`config.mk`:
```
export PLATFORM = sky130hd
export DESIGN_NAME = softmax_norm
export DESIGN_NICKNAME = d
export VERILOG_FILES = /design/src/rtl/softmax_norm.sv
export SDC_FILE = /design/constraint.sdc
export NUM_CORES = 1
export LEC_CHECK = 0
export BUFFER_PORTS_ARGS = -buffer_cell sky130_fd_sc_hd__buf_2
export CAP_MARGIN = 10
export CORE_ASPECT_RATIO = 0.8
export CORE_MARGIN = 2
export CORE_UTILIZATION = 60
export CTS_CLUSTER_DIAMETER = 200
export DETAILED_ROUTE_END_ITERATION = 12
export PLACE_DENSITY = 0.78
export SLEW_MARGIN = 30
export SYNTH_ARGS = -nofsm -noshare
export SYNTH_HDL_FRONTEND = slang
export SYNTH_SLANG_ARGS = --single-unit
export TNS_END_PERCENT = 10
```
`constraint.sdc`:
```
create_clock -name clk -period 7.6 [get_ports clk]
set_input_delay 1.52 -clock clk [delete_from_list [all_inputs] [get_ports clk]]
set_output_delay 1.52 -clock clk [all_outputs]
set_load 0.05 [all_outputs]
```
`src/rtl/softmax_norm.sv`:
```
// Softmax normalisation stage: looks up 1/sum in the reciprocal ROM, then scales
// each exp element to a rounded, saturated Q0.8 probability on a valid/ready stream.
//
// state   | meaning
// IDLE    | waiting for start; zero-length rows complete here directly
// LOOKUP  | recip_addr presented, ROM sampling it
// CAPTURE | ROM data valid, latched into recip_reg
// STREAM  | accepting exp elements through the 1-entry output register
// DRAIN   | last element accepted, waiting for its output handshake
module softmax_norm #(
    parameter int MAX_LEN = 256,
    parameter int LEN_W   = 9
) (
    input  logic             clk,
    input  logic             rst,
    input  logic             start,
    input  logic [15:0]      sum_in,
    input  logic [LEN_W-1:0] len_in,
    output logic [7:0]       recip_addr,
    input  logic [15:0]      recip_data,
    input  logic             exp_valid,
    input  logic [7:0]       exp_data,
    output logic             exp_ready,
    output logic             out_valid,
    output logic [7:0]       out_data,
    input  logic             out_ready,
    output logic             busy,
    output logic             done
);

    typedef enum logic [2:0] {
        S_IDLE, S_LOOKUP, S_CAPTURE, S_STREAM, S_DRAIN
    } state_t;

    state_t           state, state_nxt;
    logic [LEN_W-1:0] len_reg;
    logic [LEN_W-1:0] count;
    logic [15:0]      recip_reg;
    logic             exp_hs, out_hs, last_elem;
    logic [23:0]      prod;
    logic [24:0]      prod_rnd;
    logic [8:0]       prob;
    logic [7:0]       prob_sat;

    assign exp_hs    = exp_valid && exp_ready;
    assign out_hs    = out_valid && out_ready;
    assign last_elem = (count == len_reg - LEN_W'(1));

    // 24-bit product plus half-LSB rounding; one extra bit keeps the carry
    assign prod     = 24'(exp_data) * 24'(recip_reg);
    assign prod_rnd = 25'(prod) + 25'd32768;
    assign prob     = 9'(prod_rnd >> 16);
    assign prob_sat = (prob > 9'd255) ? 8'hFF : prob[7:0];

    always_ff @(posedge clk) begin
        if (rst) state <= S_IDLE;
        else     state <= state_nxt;
    end

    always_comb begin
        state_nxt = state;
        case (state)
            S_IDLE:    if (start && len_in != '0) state_nxt = S_LOOKUP;
            S_LOOKUP:  state_nxt = S_CAPTURE;
            S_CAPTURE: state_nxt = S_STREAM;
            S_STREAM:  if (exp_hs && last_elem) state_nxt = S_DRAIN;
            S_DRAIN:   if (out_hs) state_nxt = S_IDLE;
            default:   state_nxt = S_IDLE;
        endcase
    end

    always_comb begin
        busy      = (state != S_IDLE);
        exp_ready = (state == S_STREAM) && (!out_valid || out_ready);
    end

    always_ff @(posedge clk) begin
        if (rst) begin
            recip_addr <= '0;
            len_reg    <= '0;
            count      <= '0;
            recip_reg  <= '0;
            out_valid  <= 1'b0;
            out_data   <= '0;
            done       <= 1'b0;
        end else begin
            done <= 1'b0;
            if (state == S_IDLE && start) begin
                if (len_in == '0) begin
                    done <= 1'b1;
                end else begin
                    recip_addr <= sum_in[15:8];
                    // oversized lengths are clamped to the supported row length
                    len_reg    <= (len_in > LEN_W'(MAX_LEN)) ? LEN_W'(MAX_LEN) : len_in;
                    count      <= '0;
                end
            end
            if (state == S_CAPTURE) recip_reg <= recip_data;
            if (exp_hs) begin
                out_data  <= prob_sat;
                out_valid <= 1'b1;
                count     <= count + LEN_W'(1);
            end else if (out_hs) begin
                out_valid <= 1'b0;
            end
            if (state == S_DRAIN && out_hs) done <= 1'b1;
        end
    end

endmodule

```
==> flow_metrics.tcl <==
set metrics [dict create \
    rr_endpoint "out_data[4]" \
    synthArstFlopShare_pct 0 \
    vdd_ir_drop_max_mv 0.09082 \
    multiInputGateArea_sq_um 4943 \
    syn_nets 991 \
    die_y_um 97.95 \
    portBuffers 65 \
    viasPerCell 5.675 \
    powerDensity_nw_per_um2 125.6 \
    drcViolationCount 0 \
    synthFlopType "dfxtp_1" \
    place.gp.congestion 0.9091 \
    cp_slowest_cell "fa_1" \
    min_to "recip_addr[7]" \
    wl_um 15610 \
    first_iter_violations 354 \
    maxCapViolations 0 \
    switchingPower_mw 0.3466 \
    internal_power_mw 0.5552 \
    rsz0062_at_grt "no" \
    crit_family "adder cells" \
    synth.distinct_cells 57 \
    cts_tree "yes" \
    finalPower_mw 0.9019 \
    hold_ws_ps 506.2 \
    die_w_um 121.4 \
    antenna_cells 0 \
    cts-resized-gates 0 \
    area_delta_synth_final_pct 8.486 \
    insertion_delay_ps 310 \
    fin_nets 1034 \
    wl_per_cell_um 15.87 \
    start_util_pct 61.27 \
    min_period_over_period_pct 79.55 \
    fmax_mhz 165.4 \
    hold_viol_final 0 \
    rows 34 \
    slew_viol_final 0 \
    largest_reg_flops 16 \
    cts_buffer_depth 2 \
    fin_skew_ps 11.43 \
    finalCriticalPeriod_ps 6046 \
    seqCellArea_sq_um 1101 \
    gr-total-overflow 0 \
    setup.worst_path.class "in2reg" \
    worstPathMaxFanout 16 \
    holdPathStages 2 \
    critPathCaptureType "flop" \
    core_sq_um 10810 \
    setup.worst_path.start "exp_data[7]" \
    required_ps 7810 \
    hold_start "recip_addr[7]" \
    fin_tns_setup_ps 0 \
    min_path_type "reg2reg" \
    cts.sinks 55 \
    cts_setup_buffers 0 \
    dieArea_sq_um 11900 \
    pin_count 74 \
    track_usage_pct 28.24 \
    worst_setup_hold_path_clk_slew_ps 70 \
    synth-edff-count 0 \
    synthesis.area_sq_um 6620 \
    p_comb_share_pct 35.9 \
    fin_util_pct 66.47 \
    crit_chain "buf_2 -> and2_1 -> fa_1 -> inv_1 -> fa_1 -> inv_1 -> fa_1 -> inv_1 -> fa_1 -> inv_1 -> ha_1 -> and4_2 -> nand3_2 -> a2111o_1 -> o2111a_1 -> nor3_2 -> nor2_2 -> a211oi_1" \
    relSlewSlack_pct 59.69 \
    setup_violations 0 \
    antenna_found_initial 0 \
    crit_arrival_ps 6260 \
    cts_root_buffer "clkbuf_16" \
    outcome "finished, final reports clean" \
    ant_nets 0 \
    cts-buffers-inserted 5 \
    clkPwrFrac_pct 28.4 \
    p_seq_share_pct 35.7 \
    drt_first_pass_iters 5 \
    critPathBufInv 5 \
    r2r_cells 17 \
    via_count 5579 \
    cpPeakStageDelay_ps 530 \
    yosysWarnings 0 \
    fill_cells 924 \
    grt_max_degree 55 \
    tightest_slew_ps 604.7 \
    ys_ff_latch 55 \
    cts_max_level 2 \
    yosysSeqAreaShare_pct 16.63 \
    grt_pass1_wl_um 27260 \
    syn_inst 795 \
    hpwl_um 12100 \
    power.leakage_nw 3.532 \
    crit_cells 18 \
    drive_gt1_share_pct 10.49 \
    hold_buffers 0 \
    rr_startpoint "recip_reg[10]" \
    power_switching_share_pct 38.43 \
    avgSynthCellArea_sq_um 8.327 \
    r2r_slack_ps 2570 \
    grt_pass1_vias 5986 \
    cp-start-kind "input pin" \
]
-- worst register-to-register path, stage by stage (launching register included) --
cell	delay [ps]
dfxtp_1	410
and2_1	200
fa_1	530
inv_1	60
fa_1	520
inv_1	50
fa_1	520
inv_1	50
fa_1	530
inv_1	40
ha_1	420
and4_2	300
nand3_2	130
a2111o_1	370
o2111a_1	150
nor3_2	280
nor2_2	130
a211oi_1	240
-- placed cells by master (no fill, tap or decap), types with 2 or more instances in the layout --
cell type / instances
fa_1: 83
nand2_1: 78
nand3_1: 18
a311oi_1: 2
nor2_1: 54
xnor2_1: 10
a211oi_1: 8
and2_1: 103
nor4_1: 4
ha_1: 59
inv_1: 121
o211ai_1: 3
and4b_1: 2
xor2_1: 8
buf_2: 65
nor3b_1: 10
mux2_2: 2
and3_1: 7
o22ai_1: 4
buf_4: 3
nor3_1: 10
nor2b_1: 2
nand3b_1: 2
mux2i_1: 10
a21oi_1: 54
dfxtp_1: 55
nand4_1: 7
a31oi_1: 3
o21ai_0: 17
clkbuf_16: 5
-- power by group through the flow --
stage / Combinational, mW / Clock (mW) / Sequential, mW
floorplan: 0.230 / 0 / 0.335
finish: 0.324 / 0.256 / 0.322
global placement: 0.310 / 0 / 0.327
global route: 0.376 / 0.269 / 0.324
CTS: 0.326 / 0.257 / 0.321
detailed placement: 0.321 / 0 / 0.328
-- cell usage after synthesis, types with 3 or more instances --
library cell | n | share of area, %
nor2_1 | 54 | 3.1
clkbuf_1 | 25 | 1.4
nand2_1 | 78 | 4.4
o22ai_1 | 4 | 0.38
dfxtp_1 | 55 | 17
fa_1 | 83 | 25
a31oi_1 | 3 | 0.28
xor2_1 | 8 | 1.1
nand3_1 | 18 | 1.4
inv_1 | 121 | 6.9
mux2i_1 | 10 | 1.5
nor3_1 | 10 | 0.76
and2_1 | 103 | 9.7
o211ai_1 | 3 | 0.34
a21oi_1 | 54 | 4.1
buf_2 | 4 | 0.30
a211oi_1 | 8 | 0.91
nor3b_1 | 11 | 1.2
o21ai_0 | 17 | 1.3
and3_1 | 7 | 0.66
nand4_1 | 7 | 0.66
nor4_1 | 4 | 0.38
ha_1 | 59 | 11
xnor2_1 | 10 | 1.3
-- metrics by stage --
stage	cell area, sq um	setup WS (ps)	cells
2_1_floorplan	6620	1768	795
3_3_place_gp	7027	1333	975
3_5_place_dp	7027	1248	975
4_1_cts	7182	1552	983
5_1_grt	7182	1267	983
6_report	7182	1554	983
-- worst max-delay path by stage --
stage	endpoint
finish	out_data[4]
detailed placement	out_data[7]
global route	out_data[4]
global placement	out_data[4]
floorplan	out_data[1]
CTS	out_data[4]
-- routing by layer --
layer,vias to the layer above,wire (um),global-route usage [%]
met5,-,0,0
met1,2735,6778,37.28
met2,175,7736,49.70
li1,2644,-,-
met3,25,851,4.206
met4,0,238,5.482
-- logic make-up after synthesis --
| logic type | synth area share, % |
|---|---|
| buffers and inverters | 8.770 |
| DFF | 16.63 |
| AOI/OAI and AO/OA | 9.866 |
| adders and majority gates | 36.25 |
| and+or+nand+nor | 24.25 |
| xor gates and xnor gates | 2.381 |
| muxes | 1.852 |
-- final cells by class --
class / instances / area share (%)
multi-input cells: 587 / 68.83
flip-flops and latches: 55 / 15.33
inverters: 121 / 6.324
repair buffers: 68 / 4.843
well taps: 144 / 2.509
clock buffers: 6 / 1.934
clock inverters: 2 / 0.2265
(Power assumes the default switching activity.)
